<file path="config.mk">
export PLATFORM = sky130hd
export DESIGN_NAME = call_stack_flat
export DESIGN_NICKNAME = d
export VERILOG_FILES = /design/src/rtl/call_stack_pkg.sv /design/src/rtl/call_stack_if.sv /design/src/rtl/call_stack.sv /design/src/flat_wrapper.sv
export SDC_FILE = /design/constraint.sdc
export NUM_CORES = 1
export LEC_CHECK = 0
export CAP_MARGIN = 10
export CORE_MARGIN = 5
export CORE_UTILIZATION = 55
export DETAILED_ROUTE_END_ITERATION = 7
export PLACE_DENSITY = 0.76
export SLEW_MARGIN = 15
export SYNTH_ARGS = -nofsm -noshare
export SYNTH_HDL_FRONTEND = slang
export SYNTH_SLANG_ARGS = --single-unit
</file>
<file path="constraint.sdc">
create_clock -name clock -period 3.1 [get_ports clock]
set_input_delay 0.775 -clock clock [delete_from_list [all_inputs] [get_ports clock]]
set_output_delay 0.775 -clock clock [all_outputs]
set_load 0.02 [all_outputs]
</file>
<file path="src/rtl/call_stack_pkg.sv">
// Shared CPU package: call-stack geometry, reset address and stack-operation decode.
package call_stack_pkg;

    localparam int CS_WIDTH = 10;
    localparam int CS_DEPTH = 8;
    localparam int CS_PTR_W = $clog2(CS_DEPTH);
    localparam logic [CS_WIDTH-1:0] CS_RESET_ADDR = '0;

    typedef enum logic [1:0] {
        OP_IDLE = 2'b00,
        OP_PUSH = 2'b01,
        OP_POP  = 2'b10,
        OP_SWAP = 2'b11
    } stack_op_e;

    // Push and pop together replace the top entry instead of moving the pointer.
    function automatic stack_op_e decode_op(input logic en, input logic push, input logic pop);
        stack_op_e op;
        op = OP_IDLE;
        if (en) begin
            case ({push, pop})
                2'b10:   op = OP_PUSH;
                2'b01:   op = OP_POP;
                2'b11:   op = OP_SWAP;
                default: op = OP_IDLE;
            endcase
        end
        return op;
    endfunction

endpackage

</file>
<file path="src/rtl/call_stack_if.sv">
// Control/data bundle between the program-counter controller and the return-address stack.
// Sticky overflow/underflow signals exist only when CALL_STACK_FLAGS_EN is defined.
interface call_stack_if
    import call_stack_pkg::*;
#(
    parameter int WIDTH = CS_WIDTH,
    parameter int DEPTH = CS_DEPTH
);

    logic                     en;
    logic                     push;
    logic                     pop;
    logic [WIDTH-1:0]         IN_PC;
    logic [WIDTH-1:0]         OUT_PC;
    logic [$clog2(DEPTH):0]   level;
    logic                     full;
    logic                     empty;
`ifdef CALL_STACK_FLAGS_EN
    logic                     overflow;
    logic                     underflow;
`endif

    modport master (
        output en,
        output push,
        output pop,
        output IN_PC,
        input  OUT_PC,
        input  level,
        input  full,
`ifdef CALL_STACK_FLAGS_EN
        input  overflow,
        input  underflow,
`endif
        input  empty
    );

    modport slave (
        input  en,
        input  push,
        input  pop,
        input  IN_PC,
        output OUT_PC,
        output level,
        output full,
`ifdef CALL_STACK_FLAGS_EN
        output overflow,
        output underflow,
`endif
        output empty
    );

endinterface

</file>
<file path="src/rtl/call_stack.sv">
// Circular return-address stack with combinational top-of-stack read and resettable register storage.
// Optional sticky overflow/underflow flags are built only when CALL_STACK_FLAGS_EN is defined.
module call_stack
    import call_stack_pkg::*;
#(
    parameter int WIDTH = CS_WIDTH,
    parameter int DEPTH = CS_DEPTH
) (
    input  logic        clock,
    input  logic        reset,
    call_stack_if.slave bus
);

    localparam int          PW        = $clog2(DEPTH);
    localparam logic [PW:0] LEVEL_MAX = (PW+1)'(DEPTH);

    stack_op_e        op;
    logic [WIDTH-1:0] mem_reg [DEPTH];
    logic [PW-1:0]    ptr_reg;
    logic [PW-1:0]    ptr_next;
    logic [PW-1:0]    top_idx;
    logic [PW-1:0]    wr_idx;
    logic [PW:0]      level_reg;
    logic [PW:0]      level_next;
    logic             wr_en;
    logic             full;
    logic             empty;

    assign op      = decode_op(bus.en, bus.push, bus.pop);
    assign top_idx = ptr_reg - PW'(1);
    assign full    = (level_reg == LEVEL_MAX);
    assign empty   = (level_reg == '0);

    // The pointer always wraps; only level saturates, so a full push drops the oldest entry.
    always_comb begin
        ptr_next   = ptr_reg;
        level_next = level_reg;
        wr_en      = 1'b0;
        wr_idx     = ptr_reg;
        case (op)
            OP_PUSH: begin
                wr_en    = 1'b1;
                ptr_next = ptr_reg + PW'(1);
                if (!full) begin
                    level_next = level_reg + (PW+1)'(1);
                end
            end
            OP_POP: begin
                ptr_next = top_idx;
                if (!empty) begin
                    level_next = level_reg - (PW+1)'(1);
                end
            end
            OP_SWAP: begin
                wr_en  = 1'b1;
                wr_idx = top_idx;
            end
            default: ;
        endcase
    end

    always_ff @(posedge clock or negedge reset) begin
        if (!reset) begin
            for (int i = 0; i < DEPTH; i++) begin
                mem_reg[i] <= WIDTH'(CS_RESET_ADDR);
            end
            ptr_reg   <= '0;
            level_reg <= '0;
        end else begin
            ptr_reg   <= ptr_next;
            level_reg <= level_next;
            if (wr_en) begin
                mem_reg[wr_idx] <= bus.IN_PC;
            end
        end
    end

    assign bus.OUT_PC = mem_reg[top_idx];
    assign bus.level  = level_reg;
    assign bus.full   = full;
    assign bus.empty  = empty;

`ifdef CALL_STACK_FLAGS_EN
    logic overflow_reg;
    logic underflow_reg;

    always_ff @(posedge clock or negedge reset) begin
        if (!reset) begin
            overflow_reg  <= 1'b0;
            underflow_reg <= 1'b0;
        end else begin
            if (op == OP_PUSH && full) begin
                overflow_reg <= 1'b1;
            end
            if (op == OP_POP && empty) begin
                underflow_reg <= 1'b1;
            end
        end
    end

    assign bus.overflow  = overflow_reg;
    assign bus.underflow = underflow_reg;
`endif

endmodule

</file>
<file path="src/flat_wrapper.sv">
// flat-port wrapper written by rule: the top's interface ports become plain ports
module call_stack_flat import call_stack_pkg::*;
#(
    parameter int WIDTH = CS_WIDTH,
    parameter int DEPTH = CS_DEPTH
)
  (clock, reset, bus_en, bus_push, bus_pop, bus_IN_PC, bus_OUT_PC, bus_level, bus_full, bus_empty);
  call_stack_if #(.WIDTH(WIDTH), .DEPTH(DEPTH)) bus_i ();
  input  logic clock;
  input  logic reset;
  input wire logic [$bits(bus_i.en)-1:0] bus_en;
  input wire logic [$bits(bus_i.push)-1:0] bus_push;
  input wire logic [$bits(bus_i.pop)-1:0] bus_pop;
  input wire logic [$bits(bus_i.IN_PC)-1:0] bus_IN_PC;
  output wire logic [$bits(bus_i.OUT_PC)-1:0] bus_OUT_PC;
  output wire logic [$bits(bus_i.level)-1:0] bus_level;
  output wire logic [$bits(bus_i.full)-1:0] bus_full;
  output wire logic [$bits(bus_i.empty)-1:0] bus_empty;
  assign bus_i.en = bus_en;
  assign bus_i.push = bus_push;
  assign bus_i.pop = bus_pop;
  assign bus_i.IN_PC = bus_IN_PC;
  assign bus_OUT_PC = bus_i.OUT_PC;
  assign bus_level = bus_i.level;
  assign bus_full = bus_i.full;
  assign bus_empty = bus_i.empty;
  call_stack #(.WIDTH(WIDTH), .DEPTH(DEPTH)) u_core (.clock(clock), .reset(reset), .bus(bus_i));
endmodule
</file>
== After elaboration in Yosys (flattened, before gate mapping) ==
Cells that the tools add are included.

* $add $sub $neg: 4
* $lt $le $gt $ge: 3
* Equal/unequal tests: 9
* Mux-type cells: 14
* Bitwise logic cells: 2
* Reductions and logical operators: 5

{| class="wikitable"
|+ Operators with widths
! kind !! number
|-
| bitwise mux 80 bit || 1
|-
| binary-select mux 10 bit (select 3 bit) || 1
|-
| demux 10 bit (select 3 bit) || 1
|-
| two-way mux 10 bit || 3
|-
| == test 2 bit, second input constant || 4
|-
| >= comparator 4 bit, second input constant || 2
|-
| two-way mux 4 bit || 2
|-
| NOT 3 -> 4 bit || 2
|-
| one-hot mux 4 bit (2 select lines) || 1
|-
| one-hot mux 2 bit (3 select lines) || 1
|-
| one-hot mux 3 bit (2 select lines) || 1
|-
| adder 4 x 1 -> 4 bit, second input constant || 1
|-
| == test 2 x 1 -> 1 bit, second input constant || 2
|-
| == test 4 bit, second input constant || 1
|-
| logical NOT 4 bit || 1
|-
| < comparator 4 x 1 -> 1 bit, second input constant || 1
|-
| inequality test 2 bit, second input constant || 2
|-
| subtractor 4 x 1 -> 4 bit, second input constant || 1
|-
| adder 3 x 1 -> 3 bit, second input constant || 1
|-
| two-way mux 3 bit || 1
|-
| AND reduction 3 bit || 1
|-
| subtractor 3 x 1 -> 3 bit, second input constant || 1
|-
| two-way mux 2 bit || 1
|-
| nonzero test 2 bit || 1
|-
| 3 further kinds || 3
|}

* Flip-flop bits (word level): 87
* Input bits: 15
* Logic and storage cells: 47

== Depth between registers and ports, before layout ==
Gate-level depths: netlist of run 1.

* Depth after elaboration: 11
* Mapped depth: 9

== Least setup slack after synthesis of run 1 ==
Ideal clock, no wire load.

* Kind: reg-to-output
* Start point: reg u_core.ptr_reg[0]
* End point: out bus_OUT_PC[0]
* Arrival: 2040 ps
* Setup slack: 285 ps
* Cell stages (with the launch flop): 8
* Buffers on the path: 3
* Cells stage by stage: dfrtp_1 buf_2 inv_1 ha_1 clkbuf_1 clkbuf_1 mux4_2 mux2_2

* Longest elaborated chain between the ends: 5

{| class="wikitable"
|+ Ends and longest elaborated chain
! what !! line !! source
|-
| start: declaration || call_stack.sv:19 || <nowiki>logic [PW-1:0] ptr_reg;</nowiki>
|-
| start signal: assignment || call_stack.sv:70 || <nowiki>ptr_reg <= ptr_next;</nowiki>
|-
| subtractor 3 x 1 -> 3 bit || call_stack.sv:30 || <nowiki>assign top_idx = ptr_reg - PW'(1);</nowiki>
|-
| NOT 3 -> 4 bit (implied by the code) || call_stack.sv:78 || <nowiki>assign bus.OUT_PC = mem_reg[top_idx];</nowiki>
|-
| binary-select mux 10 bit (select 3 bit) || call_stack.sv:78 ||
|-
| two-way mux 10 bit (implied by the code) (2 in series) || call_stack.sv:78 ||
|-
| end: declaration || flat_wrapper.sv:15 || <nowiki>output wire logic [$bits(bus_i.OUT_PC)-1:0] bus_OUT_PC;</nowiki>
|}

Every way passes these cells. The select of a mux whose other input is x is not followed.

== Final worst setup path of run 1 ==
* Start point: reg u_core.ptr_reg[0]
* End point: out bus_OUT_PC[4]

The elaborated chain is that of the path after synthesis.

==> results.cfg, run 1 <==
[clock_tree]
cts_buffer_depth = 2
cts_tree = done
postCtsSetupBuffers = 0
path_clk_slew_ns = 0.09
cts_inserted_buffers = 9
clk_latency_ns = 0.36
htree_levels = 3
cts_hold_buf = 0
clock-sinks = 87
cts-root-buf = clkbuf_8

[yosys]
synth_area_leaders = dfrtp_1, mux2_2, mux4_2
syn_area_per_cell_sq_um = 15.2
netlist_instances = 278
yosysWarnings = 0
syn_nets = 301
ys_seq_area_share_pct = 51.5
synth_area_sq_um = 4220
yosys.area.top_type = dfrtp_1
ys_ff_latch = 87
synth_top_area_share_pct = 51.5
ys_types = 29

[global_routing]
grt_usage_pct = 19.1
grt_pass1_wl_mm = 14.2
grt_remaining_overflow = 0
antenna_found_initial = 0
grt_pass1_vias = 2672
grt_max_degree = 88

[power]
p_per_area_nw_per_um2 = 1160
power.leakage_nw = 2.20
vdd.ir_drop.worst_v = 0.000645
p_total_mw = 5.81

[routing]
drc = 0
firstDrtPassIters = 4
avgRoutedWirePerCell_um = 19.2
viasPerCell = 5.64
drt_first_iter_violations = 92
final_antenna_net_count = 0
routed_wl_mm = 8.38
dr_total_vias = 2459

[worst_setup_path]
path_max_fanout = 15
r2r.worst_path.cells = 8
cp.arrival_ns = 2.21
crit_type = reg2out
crit_path_start_kind = flip-flop
r2r-start = u_core.ptr_reg[0]
crit_required_ns = 2.32
cp-end-kind = primary output
cp-startpoint = u_core.ptr_reg[0]

[sta]
fin_tns_setup_ns = 0
setup_viol = 0
rsz0062_at_grt = no
tightest_slew_ns = 0.794
final.period_utilization_pct = 96.2
slew_headroom_pct = 47.1
finalCriticalPeriod_ns = 2.98
max_freq_ghz = 0.335
skew_ns = 0.00729
finalHoldViolCount = 0
final_max_slew_viol_count = 0

[placed_design]
place_congestion = 0.822
place_hpwl_mm = 5.67
io_buffers = 30

[die]
rows = 32
die_h_um = 97.6
floorplan.initialDensity_pct = 55.5
design.core.area_sq_um = 7610
die-area_sq_um = 9530
die_x_um = 97.6
ios = 31

[cells_and_area]
drive_above_1_share_pct = 46.4
nets = 353
diodes = 0
fill_cells = 565
area_delta_synth_final_pct = 18.6
largest_reg_flops = 80

[run]
drv_cap = 0

[min_path]
hp-class = in2async

[run_status]
outcome = complete, no violations
==> kinds of logic (layout without fill, tap and decap cells) <==
kind of cell    Yosys count  after routing  share of synthesized area, %
mux                     112            112                          35.1
flops                    87             87                          51.5
simple gates             30             30                          4.77
buf+inv                  21             77                          2.31
compound gates           13             13                          1.81
fa+ha+maj                 8              8                          2.55
xor+xnor                  7              7                          1.90
==> final cells by class <==
class | count | area (sq um) | area share [%]
Sequential cell | 87 | 2180 | 43.5
Multi-Input combinational cell | 170 | 1960 | 39.2
Timing Repair Buffer | 53 | 515 | 10.3
Tap cell | 102 | 128 | 2.55
Clock buffer | 9 | 124 | 2.47
Clock inverter | 6 | 70.1 | 1.40
Inverter | 9 | 33.8 | 0.674
==> per-stage QoR <==
| stage | utilization [%] | area [sq um] | setup slack (ns) | hold slack (ns) | cells |
|---|---|---|---|---|---|
| global route | 65.9 | 5010 | 0.0192 | 0.509 | 436 |
| finish | 65.9 | 5010 | 0.117 | 0.440 | 436 |
| CTS | 65.6 | 4990 | 0.0273 | 0.507 | 436 |
| global placement | 63.2 | 4810 | 0.0757 | 0.483 | 421 |
| floorplan | - | 4220 | 0.285 | 0.474 | 278 |
| detailed placement | 63.2 | 4810 | 0.0174 | 0.488 | 421 |
==> worst paths after layout <==
kind | slack, ns | end
min in group clock | 0.51 | u_core.mem_reg[23]
min reg2reg | 0.51 | u_core.mem_reg[23]
min | 0.44 | u_core.bus.level[3]
max in group asynchronous | 2.10 | u_core.mem_reg[11]
max reg2reg | 0.88 | u_core.mem_reg[17]
max | 0.12 | bus_OUT_PC[4]
==> metal layers <==
metal | share of wire, % | vias up | GRT usage (%)
met5 | 0 | - | 0
met4 | 1.5 | 0 | 7.03
met3 | 2.8 | 11 | 2.94
met2 | 49 | 38 | 30.4
met1 | 47 | 1282 | 26.8
li1 | - | 1128 | -
==> worst max-delay path, stage by stage (launching register included) <==
cell and delay (ns):
dfrtp_1 0.38, inv_1 0.10, ha_4 0.30, buf_12 0.16
mux4_2 0.31, mux2_2 0.28, dlygate4sd2_1 0.32
==> what timing repair did <==
action,4_1_cts,5_1_grt
endpoints found under the setup margin,10,7
cloned,0,0
resized for setup,10,2
==> power breakdown <==
group	switching, mW	internal, mW
logic	1.32	1.68
clock network	0.423	0.372
registers	0.315	1.70
==> placed cells by master, fill, tap and decap left out, drive strengths merged, types with 2 or more instances in the layout <==
cell,count
nor3b,2
nor2,6
nand2,9
a21oi,4
xnor2,4
clkinvlp,3
buf,24
ha,7
xor2,3
inv,10
dlygate4sd2,10
clkbuf,9
mux4,20
a31oi,2
mux2,90
nor3,4
o21ai,4
nand3b,4
clkdlybuf4s50,19
mux2i,2
dfrtp,87
==> synth_stat cells <==
| cell type | n |
|---|---|
| and3b_1 | 1 |
| nand2_1 | 9 |
| buf_4 | 4 |
| and3_1 | 1 |
| mux2_2 | 90 |
| a21oi_1 | 4 |
| mux2i_1 | 2 |
| nor3b_1 | 2 |
| ha_1 | 7 |
| nor3_4 | 4 |
| o21ai_0 | 4 |
| fa_1 | 1 |
| nand3_1 | 1 |
| xnor2_1 | 3 |
| nor2_1 | 6 |
| a2111oi_0 | 1 |
| inv_1 | 9 |
| buf_2 | 3 |
| or3_1 | 1 |
| o21bai_1 | 1 |
| xnor2_4 | 1 |
| xor2_1 | 3 |
| dfrtp_1 | 87 |
| clkbuf_1 | 5 |
| nand3b_1 | 4 |
| a31oi_1 | 2 |
| and4_1 | 1 |
| mux4_2 | 20 |
| o21a_1 | 1 |
Power figures use the tool's default switching activity.
==> run 2, diff against run 1 <==
Settings changed: CORE_ASPECT_RATIO set to 1.2, CORE_MARGIN 5 to unset.
==> run 2 against run 1 <==
  * Flip-flop and latch count unchanged
  * Sequential power about the same
  * Sequential share of layout area up 0.24 points
  * Non-clock buffer count up 2
  * Global-route usage up 3.9 points
  * Critical endpoint is now bus_OUT_PC[7]
  * Critical path type unchanged
==> results.cfg, run 2 (synthesis gave the netlist of run 1 again) <==
[sta]
slew_headroom_pct = 55.8
max_freq_ghz = 0.335
fin_tns_setup_ns = 0
skew_ns = 0.00850
finalHoldViolCount = 0
final.period_utilization_pct = 96.3
final_max_slew_viol_count = 0
worst_slack_ns = 0.113
rsz0062_at_grt = yes
finalCriticalPeriod_ns = 2.99
tightest_slew_ns = 0.663
setup_viol = 0

[run_status]
outcome = complete, no violations

[die]
die_x_um = 82
design.core.area_sq_um = 7360
ios = 31
die_h_um = 98
floorplan.initialDensity_pct = 57.4
rows = 34
die-area_sq_um = 8040

[routing]
dr_total_vias = 2497
final_antenna_net_count = 0
firstDrtPassIters = 4
drc = 0
avgRoutedWirePerCell_um = 18.8
drt_first_iter_violations = 116
routed_wl_mm = 8.01
viasPerCell = 5.86

[cells_and_area]
fin_cells = 426
largest_reg_flops = 80
nets = 355
diodes = 0
drive_above_1_share_pct = 45.8
area_delta_synth_final_pct = 18.0
layout_common_cells = mux2_2, dfrtp_1, mux4_2, buf_4, clkdlybuf4s50_1
final_common_cell = mux2_2

[global_routing]
grt_pass1_wl_mm = 13.3
grt_pass1_vias = 2648
grt_max_degree = 52
grt_remaining_overflow = 0
antenna_found_initial = 0
grt_usage_pct = 23.0

[placed_design]
place_congestion = 0.803
place_hpwl_mm = 5.39
pre_cts_ws_ns = -0.00898
io_buffers = 30
dp.cells = 411

[run]
drv_cap = 0

[clock_tree]
clock-sinks = 87
cts-root-buf = clkbuf_8
clk_latency_ns = 0.35
cts_hold_buf = 0
cts_buffer_depth = 2
path_clk_slew_ns = 0.08
cts_tree = done
cts_inserted_buffers = 9
htree_levels = 3

[power]
p_per_area_nw_per_um2 = 1140
vdd.ir_drop.worst_v = 0.00100
power.leakage_nw = 2.21

[worst_setup_path]
cp-end-kind = primary output
crit_path_start_kind = flip-flop
cp.arrival_ns = 2.21
cp-startpoint = u_core.ptr_reg[0]
critPathMaxStageDelay_ns = 0.37
r2r-start = u_core.ptr_reg[0]
crit_type = reg2out
critPathSlowestCell = dfrtp_1
crit_required_ns = 2.32
path_max_fanout = 11
cp_cell_sequence = inv_1, ha_1, buf_6, mux4_2, mux2_2, dlygate4sd2_1

[min_path]
hp-class = in2async
==> run 2: repair_timing <==
item	in CTS	in global routing
setup buffers	0	0
setup endpoints to repair	10	3
resized for setup	10	2
==> run 2: final timing paths <==
path	to	cells past startpoint	slack, ns
hold reg to reg	u_core.mem_reg[63]	1	0.50
max in group asynchronous	u_core.mem_reg[52]	2	2.02
setup reg to reg	u_core.mem_reg[10]	9	0.71
setup / recovery	bus_OUT_PC[7]	6	0.11
min in group clock	u_core.mem_reg[63]	1	0.50
hold / removal	u_core.bus.level[1]	1	0.43
==> run 2: stage by stage <==
stage / total power [mW] / instance area, sq um / hold slack (ns) / utilization [%]
global route: 6.05 / 4980 / 0.493 / 67.7
finish: 5.69 / 4980 / 0.434 / 67.7
global placement: 5.06 / 4810 / 0.483 / 65.3
floorplan: 4.06 / 4220 / 0.474 / -
CTS: 5.73 / 4970 / 0.468 / 67.6
detailed placement: 5.14 / 4810 / 0.488 / 65.3
==> run 2: per-layer routing <==
| layer | global-route usage [%] | up-vias | part of all wire, % |
|---|---|---|---|
| met5 | 0 | - | 0 |
| met4 | 9.99 | 0 | 2.8 |
| met3 | 6.92 | 19 | 4.6 |
| met2 | 34.3 | 57 | 47 |
| met1 | 30.9 | 1292 | 45 |
| li1 | - | 1129 | - |
==> run 2: worst max-delay path, delay by kind of cell, from the launching register on <==
family     cells  cell delay (ns)
fa+ha+maj      1             0.32
flops          1             0.37
mux            2             0.59
buf+inv        3             0.58
==> run 2: area by class of cell <==
class | count | area (sq um)
clock buffers | 11 | 131
multi-input cells | 170 | 1950
repair buffers | 55 | 531
fillers | 542 | 2380
inverters | 9 | 33.8
well taps | 90 | 113
clock inverters | 4 | 47.5
flip-flops and latches | 87 | 2180
==> run 2: where the power goes <==
group          switching [mW]  leakage (nW)  internal [mW]
Combinational            1.29          1.05           1.65
Clock                   0.375        0.0892          0.366
Sequential              0.310          1.07           1.70
Total                    1.98          2.21           3.72
